File: src/rtl/ann_frame_sequencer.sv
// ann_frame_sequencer: assembles feature frames, runs the ANN handshake, reports argmax class and drowsiness alarm
module ann_frame_sequencer #(
  parameter int W            = 10,
  parameter int N_FEAT       = 30,
  parameter int N_OUT        = 3,
  parameter int ARM_CYCLES   = 4,
  parameter int TIMEOUT      = 4096,
  parameter int DROWSY_CLASS = 2,
  parameter int ALARM_FRAMES = 3
) (
  input  logic         Clock,
  input  logic         Rst,
  input  logic [W-1:0] sample_in,
  input  logic         sample_sof,
  input  logic         sample_valid,
  output logic         sample_ready,
  output logic [W-1:0] feat_out [N_FEAT-1:0],
  output logic         ann_start,
  input  logic         ann_done,
  input  logic [W-1:0] ann_out [N_OUT-1:0],
  output logic         class_valid,
  output logic [1:0]   class_id,
  output logic [W-1:0] class_score,
  output logic         drowsy_alarm,
  output logic         busy,
  output logic         frame_err
);
  localparam int IW = $clog2(N_FEAT);
  localparam int CW = $clog2(TIMEOUT + 1);
  localparam int RW = $clog2(ALARM_FRAMES + 1);
  typedef enum logic [2:0] {IDLE, FILL, ARM, RUN, CAPTURE, REPORT} state_t;
  state_t        state_q;
  logic [IW-1:0] idx_q;
  logic [CW-1:0] cnt_q;
  logic [RW-1:0] run_q, run_d;
  logic          armed_q, start_q, valid_q, err_q, alarm_q;
  logic [W-1:0]  feat_q [N_FEAT-1:0];
  logic [W-1:0]  cap_q [N_OUT-1:0];
  logic [1:0]    id_q, best_id_d;
  logic [W-1:0]  score_q, best_score_d;
  logic          accept;
  assign sample_ready = (state_q == IDLE) || (state_q == FILL);
  assign accept       = sample_valid && sample_ready;
  assign busy         = (state_q == ARM) || (state_q == RUN) || (state_q == CAPTURE);
  assign feat_out     = feat_q;
  assign ann_start    = start_q;
  assign class_valid  = valid_q;
  assign class_id     = id_q;
  assign class_score  = score_q;
  assign drowsy_alarm = alarm_q;
  assign frame_err    = err_q;
  // strict > keeps the lowest index on ties
  always_comb begin
    best_id_d    = '0;
    best_score_d = cap_q[0];
    for (int k = 1; k < N_OUT; k++)
      if (cap_q[k] > best_score_d) begin
        best_id_d    = 2'(k);
        best_score_d = cap_q[k];
      end
    run_d = (best_id_d != 2'(DROWSY_CLASS)) ? '0 :
            (run_q == RW'(ALARM_FRAMES)) ? run_q : run_q + RW'(1);
  end
  always_ff @(posedge Clock or negedge Rst) begin
    if (!Rst) begin
      state_q <= IDLE;
      idx_q   <= '0;
      cnt_q   <= '0;
      run_q   <= '0;
      armed_q <= 1'b0;
      start_q <= 1'b0;
      valid_q <= 1'b0;
      err_q   <= 1'b0;
      alarm_q <= 1'b0;
      id_q    <= '0;
      score_q <= '0;
      feat_q  <= '{default: '0};
      cap_q   <= '{default: '0};
    end else begin
      valid_q <= 1'b0;
      err_q   <= 1'b0;
      case (state_q)
        IDLE: if (accept) begin
          if (sample_sof) begin
            feat_q[0] <= sample_in;
            idx_q     <= IW'(1);
            state_q   <= FILL;
          end else err_q <= 1'b1;
        end
        FILL: if (accept) begin
          feat_q[sample_sof ? IW'(0) : idx_q] <= sample_in;
          idx_q <= sample_sof ? IW'(1) : idx_q + IW'(1);
          if (!sample_sof && idx_q == IW'(N_FEAT - 1)) begin
            idx_q   <= '0;
            cnt_q   <= '0;
            state_q <= ARM;
          end
        end
        ARM: if (cnt_q == CW'(ARM_CYCLES - 1)) begin
          cnt_q   <= '0;
          armed_q <= 1'b0;
          start_q <= 1'b1;
          state_q <= RUN;
        end else cnt_q <= cnt_q + CW'(1);
        // done only counts after it has been seen low in this run
        RUN: if (ann_done && armed_q) state_q <= CAPTURE;
        else if (cnt_q == CW'(TIMEOUT - 1)) begin
          start_q <= 1'b0;
          err_q   <= 1'b1;
          state_q <= IDLE;
        end else begin
          cnt_q <= cnt_q + CW'(1);
          if (!ann_done) armed_q <= 1'b1;
        end
        CAPTURE: begin
          cap_q   <= ann_out;
          state_q <= REPORT;
        end
        REPORT: begin
          valid_q <= 1'b1;
          id_q    <= best_id_d;
          score_q <= best_score_d;
          run_q   <= run_d;
          alarm_q <= run_d == RW'(ALARM_FRAMES);
          start_q <= 1'b0;
          state_q <= IDLE;
        end
        default: state_q <= IDLE;
      endcase
    end
  end
endmodule
File: config.mk
export PLATFORM = sky130hd
export DESIGN_NAME = ann_frame_sequencer
export DESIGN_NICKNAME = d
export VERILOG_FILES = /design/src/rtl/ann_frame_sequencer.sv
export SDC_FILE = /design/constraint.sdc
export NUM_CORES = 1
export LEC_CHECK = 0
export CAP_MARGIN = 20
export CORE_MARGIN = 5
export CORE_UTILIZATION = 44
export DETAILED_ROUTE_END_ITERATION = 8
export PLACE_DENSITY = 0.75
export RECOVER_POWER = 25
export REMOVE_ABC_BUFFERS = 1
export SYNTH_ARGS = -nofsm -noshare
export SYNTH_HDL_FRONTEND = slang
export SYNTH_SLANG_ARGS = --single-unit
File: constraint.sdc
create_clock -name Clock -period 3.5 [get_ports Clock]
set_input_delay 0.7 -clock Clock [delete_from_list [all_inputs] [get_ports Clock]]
set_output_delay 0.7 -clock Clock [all_outputs]
set_load 0.02 [all_outputs]
==> impl_results.rst, run 1 <==
.. list-table::
   :header-rows: 1

   * - Metric
     - Value
   * - Register clock-pin slew on the reported worst setup and hold paths
     - approximately 0.06 ns
   * - Setup slack at placement
     - -0.625 ns
   * - Pins over their slew limit
     - 78
   * - Register area share after synthesis
     - 59.7%
   * - Total of flip-flops plus latches after synthesis
     - 370
   * - Die Outline Area
     - 39,100 um2
   * - Internal power component
     - about 8.8 mW
   * - Portion of total power attributed to combinational logic
     - 24.8%
   * - Arrival time of data at the critical path endpoint
     - 3.96 ns
   * - Switch Pwr
     - 3.64 mW
   * - Static Leakage
     - ~10 nW
   * - Worst relative slew slack
     - -40.7%
   * - Post-detailed-route wirelength per cell
     - 23.9 um
   * - Transition time of the tightest slew-check pin
     - 2.11 ns
   * - Wire length reported by the detailed router
     - roughly 47,000 um
   * - Number of buffers inserted for hold repair after clock tree synthesis
     - 0
   * - Dominant register cell in the synthesized netlist
     - sky130_fd_sc_hd__dfrtp_1
   * - Reported max-cap violation count
     - 1
   * - FP Rows
     - 68
   * - Drc violations
     - 0
   * - Yosys warnings
     - 0
   * - CP Launch Type
     - flop
   * - Worst IR Drop VDD
     - 0.415 mV
   * - Power share of the sequential group
     - 42.0%
   * - Num ports
     - 363
   * - Post-synth top area cell
     - sky130_fd_sc_hd__dfrtp_1
   * - Commonest cells in the synthesized netlist
     - sky130_fd_sc_hd__dfrtp_1, sky130_fd_sc_hd__mux2_2, sky130_fd_sc_hd__nand2_1, sky130_fd_sc_hd__mux2_1, sky130_fd_sc_hd__mux2_4
   * - Relative contribution of the clock network to total power
     - 33.1%
   * - Placeable core region
     - ~35,000 um2
   * - Vertical extent of the die
     - 198 um
   * - Critical Path End Type
     - flop
   * - TritonCTS clock tree
     - built
   * - Clk_lat worst skew
     - 0.54 ns
   * - Standard cell area after detailed placement
     - ~20,000 um2
   * - Number of DRC markers after the initial detailed-route iteration
     - 395
   * - HPWL reported at the end of detailed placement
     - 31,200 um
   * - Crit share post-route
     - 101%
   * - Worst hold margin
     - 0.482 ns
   * - Tot GR Track Use
     - 23.6%
   * - Slack of the worst reg-to-reg path
     - -0.02 ns
   * - Effective utilization at floorplan
     - between 40 and 50%
   * - Number of nets with antenna violations after detailed routing
     - 0
   * - Post-Route Skew
     - 0.0166 ns
   * - GPL Wtd Cong
     - 0.847
   * - Max Fanout on Critical Path
     - 4
   * - Async set-reset flop share out of synthesis
     - 100%
   * - Initial antenna violation count
     - 1
   * - Syn-to-layout area delta
     - 39.0%
   * - Power density normalized to cell area
     - 578 nW/um2
   * - Synthesized instance count
     - between 1,000 and 1,500
   * - Wire length of the first global-routing pass
     - 70,900 um
   * - Setup slack of the critical path after layout
     - -0.0219 ns
   * - Largest cells by area after synthesis
     - sky130_fd_sc_hd__dfrtp_1, sky130_fd_sc_hd__mux2_2, sky130_fd_sc_hd__mux2_4
   * - Clock buffers created by TritonCTS
     - 40
   * - DR vias
     - 10,500
   * - Final number of setup-violating endpoints
     - 2
   * - Maximum number of pins on one net before global-route repair
     - 82
   * - CTS sink count
     - 370
   * - Result of the run
     - finished, violations left
   * - Post-route minimum period
     - 3.52 ns
   * - Post-synth top area share
     - 59.7%
   * - Hold Crit Class
     - reg -> reg
   * - Maximum achievable frequency
     - 284 MHz
   * - Most numerous cell in the Yosys netlist
     - sky130_fd_sc_hd__dfrtp_1
   * - Crit path kind
     - reg -> reg
   * - Post-layout instance area
     - 21,500 um2
   * - Post-synthesis cell type count
     - 54
   * - Violations in the final reports
     - max-capacitance violations, max-slew violations, negative setup slack
   * - Total count of hold-check failures in the final report
     - 0
   * - Cell area after technology mapping
     - 15,500 um2
   * - Die Span X
     - around 200 um
   * - Average via count per standard cell
     - between 5 and 6
   * - Via count of the first global-routing pass
     - 11,400
   * - Cell chosen for the clock root
     - sky130_fd_sc_hd__clkbuf_16
   * - Net Sw Frac
     - 29.2%
   * - Net total in the final layout
     - 1,553
   * - RSZ-0062 raised after global routing
     - yes
   * - Required arrival time at the worst endpoint
     - roughly 4 ns
   * - Post-synth EDFFs
     - 0
   * - Mean post-synth cell area
     - 14.5 um2
   * - H-tree lvl count
     - 2
   * - Antenna Diode Count
     - 0
   * - Number of port buffers
     - 362
   * - Number of buffers between clock root and the deepest sink
     - 3
   * - First-pass detailed-route iteration total
     - 5
   * - Global-route congestion overflow total
     - 0
   * - Fraction of layout instances using a drive strength above 1
     - ~30%
## stage by stage
stage | std cells | TNS, ns | util (%) | power, mW
2_1_floorplan | 1017 | -13.82 | - | 6.67
6_report | 1967 | -0.0326 | 62.2 | 12.4
3_5_place_dp | 1889 | -8.80 | 57.6 | 8.41
4_1_cts | 1962 | 0 | 61.7 | 12.6
5_1_grt | 1967 | -1.97 | 62.2 | 12.9
3_3_place_gp | 1889 | -6.65 | 57.6 | 8.36
## layer usage
layer	global-route usage [%]	routed length, um	vias up
li1	-	-	4614
met1	29.5	18600	5432
met2	38.7	22800	364
met3	9.14	4470	70
met4	6.04	1130	0
met5	0	0	-
## worst paths after layout
kind	from	cells past startpoint	endpoint
min in group asynchronous	Rst	1	cap_q[17]
worst min register to register	feat_out[104]	1	feat_out[104]
worst min-delay path	feat_out[104]	1	feat_out[104]
worst max-delay path	cap_q[7]	17	class_score[9]
max in group asynchronous	Rst	2	feat_out[193]
worst max register to register	cap_q[7]	17	class_score[9]
## worst max-delay path, stage by stage, from the launching register on
cell,delay (ns)
sky130_fd_sc_hd__dfrtp_1,0.35
sky130_fd_sc_hd__inv_1,0.06
sky130_fd_sc_hd__ha_1,0.33
sky130_fd_sc_hd__a21oi_2,0.23
sky130_fd_sc_hd__o21ai_4,0.11
sky130_fd_sc_hd__nor4_4,0.33
sky130_fd_sc_hd__nor3_4,0.09
sky130_fd_sc_hd__buf_6,0.14
sky130_fd_sc_hd__buf_12,0.13
sky130_fd_sc_hd__mux2i_4,0.18
sky130_fd_sc_hd__ha_1,0.29
sky130_fd_sc_hd__nand4_1,0.15
sky130_fd_sc_hd__a211oi_2,0.28
sky130_fd_sc_hd__a2111oi_2,0.07
sky130_fd_sc_hd__a31oi_1,0.20
sky130_fd_sc_hd__nand2_1,0.16
sky130_fd_sc_hd__buf_4,0.18
sky130_fd_sc_hd__o221ai_2,0.16
## cell type report
| type | instances | area (um2) |
|---|---|---|
| timing repair buffer | 426 | 4130 |
| clock buffer | 60 | 1200 |
| clock inverter | 9 | 77.6 |
| sequential | 370 | 9260 |
| fill | 2595 | 13100 |
| inverter | 32 | 120 |
| multi-input combinational | 615 | 6180 |
| tap | 455 | 569 |
## power groups by stage
stage | Clock, mW | Sequential, mW | Combinational [mW]
floorplan | 0 | 5.96 | 0.709
global placement | 0 | 5.26 | 3.09
detailed placement | 0 | 5.29 | 3.12
CTS | 4.20 | 5.23 | 3.14
global route | 4.39 | 5.31 | 3.24
finish | 4.12 | 5.23 | 3.09
## registers in the layout, indices dropped and copies added, names as in the netlist, 2 cells and up
name         count
cnt_q           13
feat_out       300
class_score     10
class_id         2
cap_q           30
idx_q            5
run_q            2
state_q          3
## what timing repair did
item / CTS / global route
setup buffers: 5 / 5
gates resized for setup: 27 / 37
endpoints found under the setup margin: 15 / 15
pin swaps: 7 / 19
gates cloned: 0 / 0
## logic make-up after synthesis
family	after synthesis	synth area share [%]
buffers and inverters	86	2.32
AOI/OAI and AO/OA	93	3.74
muxes	321	24.4
DFF	370	59.7
and+or+nand+nor	175	7.75
adders and majority gates	23	1.86
xor gates and xnor gates	3	0.170
## cell usage in the layout, fill, tap and decap left out, drive strengths merged, types with 2 or more instances in the layout
cell type / Yosys / layout
nor3: 5 / 5
clkinv: 0 / 6
dfrtp: 370 / 370
clkdlybuf4s50: 0 / 361
nor2b: 6 / 6
nand2: 61 / 61
a211oi: 5 / 5
a41oi: 2 / 2
a31oi: 12 / 12
inv: 32 / 34
nor2: 53 / 53
clkbuf: 44 / 66
nand4: 8 / 8
nor4: 4 / 4
nand3: 18 / 18
buf: 10 / 59
mux2: 310 / 310
a21oi: 17 / 17
o221ai: 10 / 10
o21a: 4 / 4
xor2: 3 / 3
o21ai: 32 / 32
mux2i: 11 / 11
nand2b: 5 / 5
o22ai: 2 / 2
and3: 6 / 6
nor3b: 2 / 2
ha: 23 / 23
Power figures use the tool's default switching activity.
==> run 2: changes to the inputs <==
--- a/config.mk
+++ b/config.mk
@@ -9,9 +9,10 @@
 export CORE_MARGIN = 5
 export CORE_UTILIZATION = 44
 export DETAILED_ROUTE_END_ITERATION = 8
-export PLACE_DENSITY = 0.75
+export PLACE_DENSITY = 0.72
 export RECOVER_POWER = 25
 export REMOVE_ABC_BUFFERS = 1
 export SYNTH_ARGS = -nofsm -noshare
 export SYNTH_HDL_FRONTEND = slang
 export SYNTH_SLANG_ARGS = --single-unit
+export TNS_END_PERCENT = 20
==> constraint.sdc (replaced) <==
create_clock -name Clock -period 3.6 [get_ports Clock]
set_input_delay 0.72 -clock Clock [delete_from_list [all_inputs] [get_ports Clock]]
set_output_delay 0.72 -clock Clock [all_outputs]
set_load 0.02 [all_outputs]
==> impl_results.rst, run 2 (synthesis results as in run 1) <==
.. list-table::
   :header-rows: 1

   * - Metric
     - Value
   * - Commonest cells after routing, fill and taps aside
     - sky130_fd_sc_hd__dfrtp_1, sky130_fd_sc_hd__clkdlybuf4s50_1, sky130_fd_sc_hd__mux2_2
   * - GPL Wtd Cong
     - 0.887 (+4.7%)
   * - Maximum number of pins on one net before global-route repair
     - 91 (+11%)
   * - Crit share post-route
     - 96.8% (-3.8 points)
   * - Number of port buffers
     - 362 (unchanged)
   * - Total count of hold-check failures in the final report
     - 0 (unchanged)
   * - Final number of setup-violating endpoints
     - 0 (-2)
   * - Initial antenna violation count
     - 2 (+1)
   * - Arrival time of data at the critical path endpoint
     - 3.90 ns (-0.06 ns)
   * - Post-route minimum period
     - 3.49 ns (-0.0360 ns)
   * - Register clock-pin slew on the reported worst setup and hold paths
     - 0.06 ns (about the same)
   * - Syn-to-layout area delta
     - 39.1%
   * - Dominant cell type by count on the critical path
     - sky130_fd_sc_hd__nand4_1
   * - Delay of the slowest cell on the worst path
     - 0.40 ns (+0.05 ns)
   * - Most common cell after layout, fill and taps aside
     - sky130_fd_sc_hd__dfrtp_1
   * - Power density normalized to cell area
     - 585 nW/um2 (+1.3%)
   * - Finished Layout Cells
     - 1,958 (-0.46%)
   * - Origin of the worst setup path
     - cap_q[3]
   * - RR Endpoint
     - run_q[1]
   * - Post-detailed-route wirelength per cell
     - 23.5 um (-1.7%)
   * - Clk_lat worst skew
     - 0.54 ns (about the same)
   * - Cell chosen for the clock root
     - sky130_fd_sc_hd__clkbuf_16
   * - Fraction of layout instances using a drive strength above 1
     - 29.5% (-0.68 points)
   * - Fill cell instance count of the final layout
     - 2,587 (-0.31%)
   * - Number of DRC markers after the initial detailed-route iteration
     - 554 (+40%)
   * - Number of nets with antenna violations after detailed routing
     - 0 (unchanged)
   * - Worst IR Drop VDD
     - 0.523 mV (+26%)
   * - Hold Crit Class
     - reg -> reg
   * - Reported max-cap violation count
     - 1 (unchanged)
   * - Tot GR Track Use
     - 23.2% (-0.40 points)
   * - TritonCTS clock tree
     - built
   * - DR vias
     - 10,300 (-1.7%)
   * - Required arrival time at the worst endpoint
     - 4.01 ns (+0.07 ns)
   * - Net total in the final layout
     - 1,541 (-0.77%)
   * - Maximum achievable frequency
     - 287 MHz (+1.0%)
   * - Fraction of the core area covered by cells at the end of the flow
     - 62.3% (+0.069 points)
   * - H-tree lvl count
     - 2 (unchanged)
   * - Static Leakage
     - 10.4 nW (+0.11%)
   * - Global-route congestion overflow total
     - 0 (unchanged)
   * - Total power
     - 12.6 mW (+1.4%)
   * - Wire length reported by the detailed router
     - 46,000 um (-2.2%)
   * - Crit path cell chain
     - inv_2 > ha_4 > nand4_1 > a21oi_2 > nor4_4 > nor3_4 > buf_6 > mux2i_1 > ha_1 > nand4_1 > a211oi_2 > a2111oi_2 > a31oi_1 > nand2b_4 > buf_4 > a21boi_2
   * - Number of buffers inserted for hold repair after clock tree synthesis
     - 0 (unchanged)
   * - Average via count per standard cell
     - 5.26 (-1.2%)
   * - Endpoint of the most critical setup path
     - run_q[1]
   * - CTS sink count
     - 370 (unchanged)
   * - Number of buffers between clock root and the deepest sink
     - 3 (unchanged)
   * - Effective utilization at floorplan
     - 44.8% (unchanged)
   * - FF-to-FF path depth
     - 16 (-1)
   * - Antenna Diode Count
     - 0 (unchanged)
   * - Slowest stage cell on the critical path
     - sky130_fd_sc_hd__dfrtp_1
   * - Worst relative slew slack
     - -57.0% (-16 points)
   * - Number of cells on the worst hold path
     - 1 (unchanged)
   * - HPWL reported at the end of detailed placement
     - 31,200 um (about the same)
   * - Vertical extent of the die
     - 198 um (unchanged)
   * - FP Rows
     - 68 (unchanged)
   * - Flip-flop count of the largest register, all copies and words added
     - 300 (unchanged)
   * - Critical Path End Type
     - flop
   * - Placed insts
     - 1,878 (-0.58%)
   * - Crit path kind
     - reg -> reg
   * - Wire length of the first global-routing pass
     - 69,700 um (-1.7%)
   * - Placeable core region
     - 34,600 um2 (unchanged)
   * - Die Outline Area
     - 39,100 um2 (unchanged)
   * - Num ports
     - 363 (unchanged)
   * - First-pass detailed-route iteration total
     - 5 (unchanged)
   * - Via count of the first global-routing pass
     - 11,200 (-2.2%)
   * - Result of the run
     - finished, violations left
   * - Slack of the worst reg-to-reg path
     - 0.11 ns (+0.14 ns)
   * - Crit Reg-Reg Startpoint
     - cap_q[3]
   * - Die Span X
     - 198 um (unchanged)
   * - Clock buffers created by TritonCTS
     - 41 (+2.5%)
   * - Pins over their slew limit
     - 89 (+14%)
   * - Violations in the final reports
     - max-capacitance violations, max-slew violations
   * - Setup TNS after final layout
     - 0 ns (+0.0326 ns)
   * - Worst hold margin
     - 0.486 ns (+0.00400 ns)
   * - Post-Route Skew
     - 0.0190 ns (+0.00236 ns)
   * - CP Launch Type
     - flop
   * - Max Fanout on Critical Path
     - 6 (+2)
   * - Drc violations
     - 0 (unchanged)
   * - Transition time of the tightest slew-check pin
     - 2.36 ns (+0.245 ns)
-- run 2: changes by cell type in the layout (fill, tap and decap cells not counted), sizes merged --
cell,delta
clkinvlp,+1
buf,-13
bufinv,+6
clkinv,+1
clkbuf,-4
-- run 2: final cells by class --
cell class | count | area (um2) | area share, %
sequential | 370 | 9260 | 42.9
multi-input combinational | 615 | 6120 | 28.4
timing repair buffer | 413 | 4030 | 18.7
clock buffer | 56 | 1190 | 5.53
tap | 455 | 569 | 2.64
clock inverter | 17 | 270 | 1.25
inverter | 32 | 120 | 0.557
-- run 2: routing by layer --
metal  vias up  share of wire, %  GRT usage (%)
met5         -             0.044              0
met4         4               2.7           6.32
met3        67               9.2           9.21
met2       343                48           37.3
met1      5314                40           29.3
li1       4575                 -              -
-- run 2: critical path, delay by kind of cell (launching register included) --
family	cells	cell delay (ns)
buffers and inverters	3	0.44
flip-flops	1	0.40
AND/OR/NAND/NOR	5	0.80
AO/OA/AOI/OAI	5	0.90
multiplexers	1	0.30
adder cells (fa/ha/maj)	2	0.55
-- run 2: what timing repair did --
action | 4_1_cts | 5_1_grt
setup buffers | 5 | 2
pin swaps | 3 | 11
gates resized for setup | 11 | 36
hold endpoints to repair | 0 | 0
setup endpoints to repair | 15 | 15
-- run 2: power by group --
| part | switching (mW) | internal (mW) | leakage, nW |
|---|---|---|---|
| clock | 1.69 | 2.82 | 0.725 |
| sequential | 0.349 | 4.73 | 4.91 |
| combinational | 1.57 | 1.47 | 4.77 |
| total | 3.60 | 9.02 | 10.4 |
-- run 2: worst min-delay path by stage --
stage	from	to	slack, ns
6_report	feat_out[105]	feat_out[105]	0.49
5_1_grt	feat_out[107]	feat_out[107]	0.50
4_1_cts	Rst	cap_q[16]	0.23
3_5_place_dp	feat_out[290]	feat_out[290]	0.47
3_3_place_gp	feat_out[147]	feat_out[147]	0.47
2_1_floorplan	Rst	ann_start	0.42
-- run 2: per-stage QoR --
step | worst slack (ns) | cell area, um2
floorplan | -0.814 | 15300
global placement | -0.430 | 19800
detailed placement | -0.609 | 19800
CTS | 0.0347 | 21400
global route | -0.0549 | 21600
finish | 0.114 | 21600
==> run 3: changes to the inputs <==
--- a/config.mk
+++ b/config.mk
@@ -7,11 +7,12 @@
 export LEC_CHECK = 0
 export CAP_MARGIN = 20
 export CORE_MARGIN = 5
-export CORE_UTILIZATION = 44
+export CORE_UTILIZATION = 50
 export DETAILED_ROUTE_END_ITERATION = 8
-export PLACE_DENSITY = 0.72
+export PLACE_DENSITY = 0.8
 export RECOVER_POWER = 25
 export REMOVE_ABC_BUFFERS = 1
+export SETUP_SLACK_MARGIN = 0.02
 export SYNTH_ARGS = -nofsm -noshare
 export SYNTH_HDL_FRONTEND = slang
 export SYNTH_SLANG_ARGS = --single-unit
==> impl_results.rst, run 3 (synthesis results as in run 1) <==
.. list-table::
   :header-rows: 1

   * - Metric
     - Value
   * - Flip-flop count of the largest register, all copies and words added
     - 300 (unchanged)
   * - Fraction of layout instances using a drive strength above 1
     - 29.9% (+0.38 points)
   * - Fill cell instance count of the final layout
     - 2,025 (-22%)
   * - Via count of the first global-routing pass
     - 11,400 (+2.3%)
   * - Final number of setup-violating endpoints
     - 1 (+1)
   * - Internal power component
     - 8.79 mW (-2.5%)
   * - Static Leakage
     - 10.4 nW (-0.17%)
   * - Portion of total power attributed to combinational logic
     - 24.3% (+0.2 points)
   * - Die Span X
     - 186 um (-5.9%)
   * - Routing usage on met1
     - 32.6% (+3.3 points)
   * - Number of buffers between clock root and the deepest sink
     - 3 (unchanged)
   * - Post-detailed-route wirelength per cell
     - 24.2 um (+3.3%)
   * - CP Launch Type
     - flop
   * - Critical Path End Type
     - flop
   * - Reported max-cap violation count
     - 1 (unchanged)
   * - DR vias
     - 10,400 (+1.1%)
   * - Register clock-pin slew on the reported worst setup and hold paths
     - 0.06 ns (about the same)
   * - Violations in the final reports
     - max-capacitance violations, max-slew violations, negative setup slack
   * - HPWL reported at the end of detailed placement
     - 30,900 um (-0.99%)
   * - Post-route minimum period
     - 3.60 ns (+0.116 ns)
   * - Pins over their slew limit
     - 94 (+5.6%)
   * - FP Rows
     - 64 (-5.9%)
   * - Setup TNS after final layout
     - -0.00180 ns (-0.00180 ns)
   * - Met3 track demand over resource
     - 10.0% (+0.84 points)
   * - Number of DRC markers after the initial detailed-route iteration
     - 570 (+2.9%)
   * - Required arrival time at the worst endpoint
     - 4.02 ns (about the same)
   * - Slowest stage cell on the critical path
     - sky130_fd_sc_hd__a2111oi_2
   * - Worst path top cell family by delay
     - compound AO/OA/AOI/OAI gates
   * - Clock buffers created by TritonCTS
     - 39 (-4.9%)
   * - Global-route congestion overflow total
     - 0 (unchanged)
   * - Clk_lat worst skew
     - 0.54 ns (about the same)
   * - Total count of hold-check failures in the final report
     - 0 (unchanged)
   * - Net total in the final layout
     - 1,542 (+0.065%)
   * - Post-Route Skew
     - 0.0253 ns (+0.00628 ns)
   * - CTS sink count
     - 370 (unchanged)
   * - Placed insts
     - 1,816 (-3.3%)
   * - Switch Pwr
     - 3.54 mW (-1.7%)
   * - Delay of the slowest cell on the worst path
     - 0.39 ns (about the same)
   * - Max Fanout on Critical Path
     - 7 (+1)
   * - Number of buffers inserted for hold repair after clock tree synthesis
     - 0 (unchanged)
   * - Finished Layout Cells
     - 1,900 (-3.0%)
   * - Die Outline Area
     - 34,600 um2 (-11%)
   * - Antenna Diode Count
     - 0 (unchanged)
   * - Number of port buffers
     - 362 (unchanged)
   * - Hold Crit Class
     - reg -> reg
   * - Crit path cell chain
     - inv_2 > ha_4 > buf_4 > a21oi_4 > o21ai_4 > nor4_4 > nor3_4 > buf_6 > mux2i_4 > ha_1 > nand4_1 > inv_1 > a2111oi_2 > a31oi_1 > buf_4 > nand2b_4 > o221ai_1
   * - Crit path kind
     - reg -> reg
   * - Wire length of the first global-routing pass
     - 69,600 um (-0.18%)
   * - Placeable core region
     - 30,600 um2 (-12%)
   * - TritonCTS clock tree
     - built
   * - Arrival time of data at the critical path endpoint
     - 4.02 ns (+0.12 ns)
   * - Maximum number of pins on one net before global-route repair
     - 96 (+5.5%)
   * - Crit share post-route
     - 100% (+3.2 points)
   * - Worst relative slew slack
     - -67.8% (-11 points)
   * - Wire length reported by the detailed router
     - 46,100 um (+0.21%)
   * - Setup slack of the critical path after layout
     - -0.00180 ns (-0.116 ns)
   * - Maximum achievable frequency
     - 278 MHz (-3.2%)
   * - Dominant cell type by count on the critical path
     - sky130_fd_sc_hd__buf_4
   * - Num ports
     - 363 (unchanged)
   * - Vertical extent of the die
     - 186 um (-5.9%)
   * - Number of nets with antenna violations after detailed routing
     - 0 (unchanged)
   * - Cell chosen for the clock root
     - sky130_fd_sc_hd__clkbuf_16
   * - Average via count per standard cell
     - 5.48 (+4.2%)
   * - Count of buffer and inverter cells on the critical path
     - 5 (+2)
   * - RSZ-0062 raised after global routing
     - yes
   * - Transition time of the tightest slew-check pin
     - 2.52 ns (+0.162 ns)
   * - Worst hold margin
     - 0.489 ns (+0.00291 ns)
   * - Setup slack at placement
     - -0.603 ns (+0.00626 ns)
   * - Power density normalized to cell area
     - 573 nW/um2 (-2.1%)
   * - H-tree lvl count
     - 2 (unchanged)
   * - GPL Wtd Cong
     - 0.862 (-2.8%)
   * - Worst IR Drop VDD
     - 0.452 mV (-14%)
   * - Syn-to-layout area delta
     - 38.9%
   * - Net Sw Frac
     - 28.7% (+0.17 points)
   * - Most common cell after layout, fill and taps aside
     - sky130_fd_sc_hd__dfrtp_1
   * - Commonest cells after routing, fill and taps aside
     - sky130_fd_sc_hd__dfrtp_1, sky130_fd_sc_hd__clkdlybuf4s50_1, sky130_fd_sc_hd__mux2_2
   * - Power share of the sequential group
     - 41.3% (+1.1 points)
   * - Effective utilization at floorplan
     - 50.7% (+5.9 points)
   * - Relative contribution of the clock network to total power
     - 34.4% (-1.3 points)
   * - Met2 usage
     - 43.1% (+5.8 points)
   * - Initial antenna violation count
     - 0 (-2)
   * - Global routing's busiest layer
     - met2
   * - Result of the run
     - finished, violations left
   * - First-pass detailed-route iteration total
     - 5 (unchanged)
   * - Drc violations
     - 0 (unchanged)
   * - Tot GR Track Use
     - 26.3% (+3.2 points)
## run 3: cell count changes in the layout (fill, tap and decap cells not counted), sizes merged
cell / previous run / this run
inv: 34 / 33
buf: 46 / 49
clkinv: 7 / 10
nand2: 61 / 62
bufinv: 7 / 5
clkinvlp: 1 / 2
clkbuf: 62 / 57
nand2b: 5 / 6
## run 3: worst paths after layout
path	from	to	slack, ns	depth (start not counted)
max	cap_q[9]	class_score[4]	-0.002	17
min	feat_out[107]	feat_out[107]	0.49	1
max reg2reg	cap_q[9]	class_score[4]	-0.002	17
min reg2reg	feat_out[107]	feat_out[107]	0.49	1
max in group asynchronous	Rst	feat_out[159]	0.62	2
min in group asynchronous	Rst	cap_q[8]	0.93	1
## run 3: power groups by stage
stage	Clock, mW	Sequential [mW]	Combinational (mW)
after floorplan	0	5.79	0.689
after global placement	0	5.12	2.99
after detailed placement	0	5.15	3.02
after CTS	4.32	5.09	3.04
after global routing	4.51	5.16	3.14
final	4.25	5.09	3.00
## run 3: layer usage
layer  vias to the layer above  share of wire, %
met3                        90               9.4
met5                         -                 0
met1                      5345                39
li1                       4594                 -
met4                         0               3.3
met2                       389                49
## run 3: area by class of cell
| type | instances | area [um2] | area share, % |
|---|---|---|---|
| Clock buffer | 53 | 1140 | 5.30 |
| Clock inverter | 18 | 239 | 1.11 |
| Timing Repair Buffer | 414 | 4060 | 18.9 |
| Sequential cell | 370 | 9260 | 43.0 |
| Tap cell | 396 | 495 | 2.30 |
| Inverter | 32 | 120 | 0.558 |
| Multi-Input combinational cell | 617 | 6210 | 28.8 |
## run 3: through the flow
stage | utilization [%] | cell area [um2] | total power [mW]
after global routing | 70.4 | 21500 | 12.8
after floorplan | - | 15300 | 6.48
after CTS | 69.6 | 21300 | 12.5
after global placement | 64.6 | 19800 | 8.12
after detailed placement | 64.7 | 19800 | 8.17
final | 70.4 | 21500 | 12.3
## run 3: repair_timing
action	4_1_cts	5_1_grt
gates resized for setup	19	37
gates cloned	2	0
endpoints found under the setup margin	15	15
pin swaps	4	9
setup buffers	5	6
